## src/rtl/iq_cordic_pkg.sv

```systemverilog
// Shared types and constants for the IQ magnitude/phase CORDIC: FSM states,
// arctangent table and the shift-add constants of the 1/K gain correction.
package iq_cordic_pkg;

   typedef enum logic [2:0] {IDLE, PRE, ROT, COMP, DONE} state_e;

   localparam int unsigned GC_TERMS = 4;

   // 1/K ~= 2^-1 + 2^-3 - 2^-6 - 2^-9
   function automatic int unsigned gc_shift(input int k);
      case (k)
         0:       return 1;
         1:       return 3;
         2:       return 6;
         default: return 9;
      endcase
   endfunction

   function automatic logic gc_neg(input int k);
      return (k >= 2);
   endfunction

   // round(atan(2^-i) * 2^16 / (2*pi))
   function automatic logic [31:0] atan_base(input logic [3:0] i);
      case (i)
         4'd0:    return 32'd8192;
         4'd1:    return 32'd4836;
         4'd2:    return 32'd2555;
         4'd3:    return 32'd1297;
         4'd4:    return 32'd651;
         4'd5:    return 32'd326;
         4'd6:    return 32'd163;
         4'd7:    return 32'd81;
         4'd8:    return 32'd41;
         4'd9:    return 32'd20;
         4'd10:   return 32'd10;
         4'd11:   return 32'd5;
         4'd12:   return 32'd3;
         4'd13:   return 32'd1;
         4'd14:   return 32'd1;
         default: return 32'd0;
      endcase
   endfunction

   function automatic logic [31:0] atan_lut(input logic [3:0] i, input int unsigned pw);
      logic [31:0] b;
      b = atan_base(i);
      if (pw >= 32'd16) return b << (pw - 32'd16);
      return (b + (32'd1 << (32'd15 - pw))) >> (32'd16 - pw);
   endfunction

endpackage

```

## src/rtl/cordic_gain_comp.sv

```systemverilog
// Combinational 1/K gain correction of the CORDIC x result, with
// round-half-up removal of the guard bits and saturation to N bits.
module cordic_gain_comp
   import iq_cordic_pkg::*;
#(
   parameter int unsigned W = 18,
   parameter int unsigned N = 14,
   parameter int unsigned G = 2
) (
   input  logic signed [W-1:0] x_i,
   output logic        [N-1:0] mag_c_o
);

   localparam int unsigned AW  = W + 1;
   localparam int unsigned RND = (G > 0) ? (1 << (G - 1)) : 0;
   localparam logic signed [AW-1:0] RND_C = AW'(RND);
   localparam logic signed [AW-1:0] MAX_C = AW'((1 << N) - 1);

   logic signed [AW-1:0] acc;
   logic signed [AW-1:0] term;
   logic signed [AW-1:0] rnd;

   always_comb begin
      acc  = '0;
      term = '0;
      for (int k = 0; k < int'(GC_TERMS); k++) begin
         term = AW'(x_i) >>> gc_shift(k);
         if (gc_neg(k)) acc = acc - term;
         else           acc = acc + term;
      end
      rnd = (acc + RND_C) >>> G;
      if (rnd[AW-1])        mag_c_o = '0;
      else if (rnd > MAX_C) mag_c_o = '1;
      else                  mag_c_o = N'(rnd);
   end

endmodule

```

## src/rtl/iq_mag_phase_cordic.sv

```systemverilog
// Iterative vectoring-mode CORDIC: one signed I/Q pair in, magnitude and
// phase out, one micro-rotation per clock, valid/ready on both sides.
module iq_mag_phase_cordic
   import iq_cordic_pkg::*;
#(
   parameter int unsigned N    = 14,
   parameter int unsigned PW   = 16,
   parameter int unsigned ITER = 14,
   parameter int unsigned G    = 2
) (
   input  logic                 CLK,
   input  logic                 reset,
   input  logic                 in_valid,
   output logic                 in_ready,
   input  logic signed [N-1:0]  I,
   input  logic signed [N-1:0]  Q,
   output logic                 out_valid,
   input  logic                 out_ready,
   output logic        [N-1:0]  mag,
   output logic signed [PW-1:0] phase
);

   localparam int unsigned W  = N + 2 + G;
   localparam int unsigned CW = 4;

   state_e               state_q;
   logic                 in_ready_q, out_valid_q, zero_q;
   logic [CW-1:0]        cnt_q;
   logic signed [N-1:0]  i_q, q_q;
   logic signed [W-1:0]  x_q, y_q;
   logic signed [PW-1:0] z_q;
   logic [N-1:0]         mag_q;
   logic signed [PW-1:0] phase_q;

   logic signed [W-1:0]  x_d, y_d, x_sh, y_sh;
   logic signed [PW-1:0] z_d, atan_c;
   logic [N-1:0]         mag_c;

   // Pre-rotation into the right half-plane and per-iteration operands
   always_comb begin
      x_d = W'(i_q) <<< G;
      y_d = W'(q_q) <<< G;
      z_d = '0;
      if (i_q[N-1]) begin
         x_d = -x_d;
         y_d = -y_d;
         z_d = {1'b1, {(PW-1){1'b0}}};
      end
      x_sh   = x_q >>> cnt_q;
      y_sh   = y_q >>> cnt_q;
      atan_c = PW'(atan_lut(cnt_q, PW));
   end

   cordic_gain_comp #(.W(W), .N(N), .G(G)) u_gain (
      .x_i     (x_q),
      .mag_c_o (mag_c)
   );

   always_ff @(posedge CLK) begin
      if (reset) begin
         state_q     <= IDLE;
         in_ready_q  <= 1'b1;
         out_valid_q <= 1'b0;
         mag_q       <= '0;
         phase_q     <= '0;
         cnt_q       <= '0;
         zero_q      <= 1'b0;
         i_q         <= '0;
         q_q         <= '0;
         x_q         <= '0;
         y_q         <= '0;
         z_q         <= '0;
      end else begin
         case (state_q)
            IDLE: if (in_valid && in_ready_q) begin
               i_q        <= I;
               q_q        <= Q;
               in_ready_q <= 1'b0;
               state_q    <= PRE;
            end
            PRE: begin
               x_q     <= x_d;
               y_q     <= y_d;
               z_q     <= z_d;
               zero_q  <= (i_q == '0) && (q_q == '0);
               cnt_q   <= '0;
               state_q <= ROT;
            end
            ROT: begin
               if (!y_q[W-1]) begin
                  x_q <= x_q + y_sh;
                  y_q <= y_q - x_sh;
                  z_q <= z_q + atan_c;
               end else begin
                  x_q <= x_q - y_sh;
                  y_q <= y_q + x_sh;
                  z_q <= z_q - atan_c;
               end
               if (cnt_q == CW'(ITER - 1)) state_q <= COMP;
               else                        cnt_q   <= cnt_q + 1'b1;
            end
            COMP: begin
               mag_q       <= zero_q ? '0 : mag_c;
               phase_q     <= zero_q ? '0 : z_q;
               out_valid_q <= 1'b1;
               cnt_q       <= '0;
               state_q     <= DONE;
            end
            DONE: if (out_ready) begin
               out_valid_q <= 1'b0;
               in_ready_q  <= 1'b1;
               state_q     <= IDLE;
            end
            default: state_q <= IDLE;
         endcase
      end
   end

   assign in_ready  = in_ready_q;
   assign out_valid = out_valid_q;
   assign mag       = mag_q;
   assign phase     = phase_q;

endmodule

```

## config.mk

```make
export PLATFORM = sky130hd
export DESIGN_NAME = iq_mag_phase_cordic
export DESIGN_NICKNAME = d
export VERILOG_FILES = /design/src/rtl/iq_cordic_pkg.sv /design/src/rtl/cordic_gain_comp.sv /design/src/rtl/iq_mag_phase_cordic.sv
export SDC_FILE = /design/constraint.sdc
export NUM_CORES = 1
export LEC_CHECK = 0
export CAP_MARGIN = 15
export CORE_ASPECT_RATIO = 0.6
export CORE_UTILIZATION = 60
export CTS_BUF_LIST = sky130_fd_sc_hd__clkbuf_8
export DETAILED_ROUTE_END_ITERATION = 10
export PLACE_DENSITY_LB_ADDON = 0.08
export SKIP_CTS_REPAIR_TIMING = 1
export SLEW_MARGIN = 20
export SYNTH_ARGS = -nofsm -noshare
export SYNTH_HDL_FRONTEND = slang
export SYNTH_HIERARCHICAL = 1
export SYNTH_SLANG_ARGS = --single-unit
export TNS_END_PERCENT = 30
```

## constraint.sdc

```tcl
create_clock -name CLK -period 9.8 [get_ports CLK]
set_input_delay 1.96 -clock CLK [delete_from_list [all_inputs] [get_ports CLK]]
set_output_delay 1.96 -clock CLK [all_outputs]
set_load 0.05 [all_outputs]
```

==> results by group <==
Synthesis
  – Register area share after synthesis: 0.212
  – Post-Syn Area per Cell: 8.06 µm²
  – Share of flip-flops with an asynchronous set or reset: 0
  – Ys flop type: dfxtp_1
  – Synth Instances: 1,573
  – Yosys cell types: between 90 and 100
  – Post-synth EDFFs: 0
  – Post-Syn Nets: 1,730
  – Synth warn: 6
  – Cell area after synthesis: 12,700 µm²
  – Yosys reg bits: between 100 and 150

Clocking
  – Clock Tree Buf Depth: 2
  – Skew-Pair Late Insertion Delay: roughly 0.49 ns
  – CTS tree: built
  – # H-tree levels: 4
  – TritonCTS Sinks: 134
  – Clk root buf: clkbuf_8
  – Inserted Clock Buffers: 17
  – Clock slew at reported path FFs: about 0.090 ns

Critical path
  – Critical Path Max Stage Delay: 1.05 ns
  – R2r startpoint: cnt_q[0]$_SDFFE_PP0N_
  – Worst Setup SP: cnt_q[0]$_SDFFE_PP0N_
  – Crit start category: flip-flop
  – R2R depth: 17
  – CP endpoint kind: flip-flop
  – Critical Path RT: 10.18 ns
  – Crit Path Max Fanout: 47
  – Critical path, cell by cell: clkinv_1 > a21oi_1 > nor2_1 > a21oi_1 > ha_1 > nor2_1 > xor2_1 > ha_1 > nor2b_1 > o21ai_0 > a21boi_0 > o311a_1 > o31a_1 > o41ai_1 > o21ai_0 > xor2_1 > a22o_1
  – Crit Path Category: reg2reg
  – RR Endpoint: x_q[16]$_SDFFE_PP0P_
  – CP endpoint: x_q[16]$_SDFFE_PP0P_
  – R2R Setup Slk: 4.33 ns
  – Crit path DAT: 5.85 ns
  – Critical path's slowest cell: dfxtp_2

STA
  – Final min period: roughly 5.5 ns
  – Setup Total Neg Slack: 0 ns
  – RSZ-0062 raised after global routing: no
  – Pins Over Slew Limit: 0
  – Max Clock Skew: 0.0141 ns
  – Rel. slew slack: 0.275
  – Final hold violations: 0
  – FMAX: roughly 180 MHz
  – Slew @ Worst Pin: 1.09 ns
  – Tcrit/Tclk final: 0.558
  – # setup viols final: 0

Die
  – Die width: 190 µm
  – Starting Density: 0.622
  – Core footprint: 20,400 µm²
  – I/O Pins: 64
  – Die H: 115 µm
  – Die area: 21,700 µm²
  – Row count: 40

Route
  – Initial DRC count: between 1,000 and 1,500
  – Wire length per cell: 19.2 µm
  – Antenna-violating nets left: 0
  – Post-Route WL: between 30 and 40 mm
  – Via count: 11,700
  – Drt pass-1 iters: 7
  – # DRC: 0
  – Vias per inst: 6.28

Status
  – Run status: finished clean

Cells and area
  – Number of diodes: 0
  – Utilization after layout: 0.674
  – Nets: approximately 1,700
  – Area Overhead vs Synth: 8.30%
  – Ratio of cells with drive above 1 in the final layout: 0.0849

Flow run
  – Max-Cap Viols: 0

Global routing
  – Vias in the first global route: about 10,000
  – First-pass GRT wire length: 56.7 mm
  – Initial antenna violation count: 0
  – Grt ovf: 0
  – Tot GR Track Use: 0.335
  – Pin count of the biggest net entering global routing: 88

Power and ir drop
  – Worst vdd ir: roughly 0.57 mV
  – Lkg Pwr: 5.39 nW
  – Power density cells: about 360 nW/µm²

Placement
  – PortBufs: 63
  – Post-DP HPWL: 26.4 mm
  – Routability cong.: 0.995

Hold path
  – WHS Path Cells: 2
  – HP Class: reg2reg
-- per-layer routing --
layer	global-route usage	share of wire
met5	0	0
met4	0.0753	0.012
met3	0.116	0.13
met2	0.440	0.38
met1	0.508	0.48
-- Yosys cell counts (5+ instances only) --
master | number | area (µm²)
o31ai_1 | 10 | 75.1
a21oi_1 | 169 | 846
clkbuf_1 | 58 | 218
dfxtp_1 | 134 | 2680
xor2_1 | 47 | 412
xnor2_1 | 63 | 552
buf_4 | 5 | 37.5
o21ai_0 | 56 | 280
a22oi_1 | 15 | 113
or4_1 | 8 | 60.1
a31oi_1 | 21 | 131
buf_6 | 5 | 56.3
nor4_1 | 9 | 56.3
inv_1 | 88 | 330
nor3b_1 | 30 | 225
nand3_1 | 20 | 100
a211oi_1 | 25 | 188
nand2b_1 | 16 | 100
buf_2 | 7 | 35.0
nand2_1 | 154 | 578
a21o_1 | 12 | 90.1
mux2i_1 | 32 | 320
mux4_2 | 18 | 405
buf_1 | 11 | 41.3
a31oi_2 | 10 | 125
mux2_2 | 11 | 124
nand4_1 | 12 | 75.1
o21a_1 | 15 | 113
o22ai_1 | 6 | 37.5
nor2_1 | 182 | 683
ha_1 | 96 | 1200
fa_1 | 29 | 581
or3_1 | 16 | 100
or2_2 | 12 | 75.1
mux4_1 | 10 | 263
o41ai_1 | 5 | 43.8
nor3_1 | 31 | 155
o211ai_1 | 9 | 67.6
nand3b_1 | 5 | 37.5
nor2b_1 | 16 | 100
-- worst min path at each step --
stage                               startpoint                   end  slack [ns]
after global placement     z_q[0]$_SDFFE_PP0P_   z_q[0]$_SDFFE_PP0P_        0.46
final                      mag[1]$_SDFFE_PP0P_   mag[1]$_SDFFE_PP0P_        0.50
after CTS                  z_q[0]$_SDFFE_PP0P_   z_q[0]$_SDFFE_PP0P_        0.49
after global routing      i_q[12]$_SDFFE_PP0P_  i_q[12]$_SDFFE_PP0P_        0.51
after detailed placement   z_q[0]$_SDFFE_PP0P_   z_q[0]$_SDFFE_PP0P_        0.47
after floorplan            z_q[0]$_SDFFE_PP0P_   z_q[0]$_SDFFE_PP0P_        0.45
-- metrics by stage --
stage / total power [mW] / hold slack (ns) / cell area (µm²) / cells / setup slack (ns)
global placement: 4.29 / 0.464 / 13300 / 1831 / 4.65
global route: 5.37 / 0.515 / 13700 / 1864 / 3.89
detailed placement: 4.37 / 0.475 / 13300 / 1831 / 4.49
floorplan: 3.77 / 0.454 / 12700 / 1573 / 5.24
finish: 4.97 / 0.496 / 13700 / 1864 / 4.33
CTS: 4.90 / 0.494 / 13700 / 1863 / 4.45
-- worst max-delay path, delay by kind of cell, from the launching register on --
family,cells,cell delay (ns)
AOI/OAI and AO/OA,9,2.35
DFF,1,1.05
adders and majority gates,2,0.61
buffers and inverters,1,0.57
xor gates and xnor gates,2,0.47
and+or+nand+nor,3,0.28
-- report_power, final --
| part | total, mW | internal [mW] | leakage, nW | switching, mW |
|---|---|---|---|---|
| sequential | 0.775 | 0.609 | 1.09 | 0.165 |
| clock | 0.494 | 0.219 | 0.203 | 0.275 |
| combinational | 3.70 | 1.57 | 4.09 | 2.13 |
| total | 4.97 | 2.40 | 5.39 | 2.57 |
-- flip-flops by register name (all words and copies together) (netlist names), 4 cells and up --
register and flops:
atan_c 14, y_q 18, phase 16, cnt_q 4
z_q 16, i_q 14, q_q 14, mag 14
x_q 18
-- layout make-up --
class                           count  area [µm²]
Inverter                           90         338
Clock buffer                       18         248
Tap cell                          273         342
Fill cell                        1764        6640
Clock inverter                     14         155
Multi-Input combinational cell   1261        9240
Sequential cell                   134        2690
Timing Repair Buffer               74         714
-- cells in the final DEF (no fill, tap or decap), drive strengths merged, types with 6 or more instances in the layout --
cell,Yosys,final
nand2b,17,17
o31ai,10,10
a22oi,15,15
or3,16,16
or2,13,13
xor2,47,47
a31oi,32,32
nand2,154,154
o22ai,6,6
or4,8,8
ha,96,96
inv,89,98
a21oi,174,174
mux2i,33,33
nand4,13,13
clkdlybuf4s50,0,62
buf,30,12
fa,29,29
o21ai,59,59
nor4,9,9
o21a,15,15
mux2,12,12
a21o,12,12
nand3,20,20
o211ai,10,10
clkbuf,58,18
nor3,31,31
nor2b,17,17
xnor2,64,64
dfxtp,134,134
a211oi,29,29
nor2,182,182
nor3b,31,31
mux4,28,28
-- logic make-up (layout without fill, tap and decap cells) --
family / count (synthesis) / in the layout / share of synthesized area
AND/OR/NAND/NOR: 535 / 535 / 0.202
multiplexers: 73 / 73 / 0.0907
adder cells (fa/ha/maj): 125 / 125 / 0.141
buffers and inverters: 178 / 196 / 0.0600
flip-flops: 134 / 134 / 0.212
XOR/XNOR: 111 / 111 / 0.0782
AO/OA/AOI/OAI: 417 / 417 / 0.217
Power figures use the tool's default switching activity.
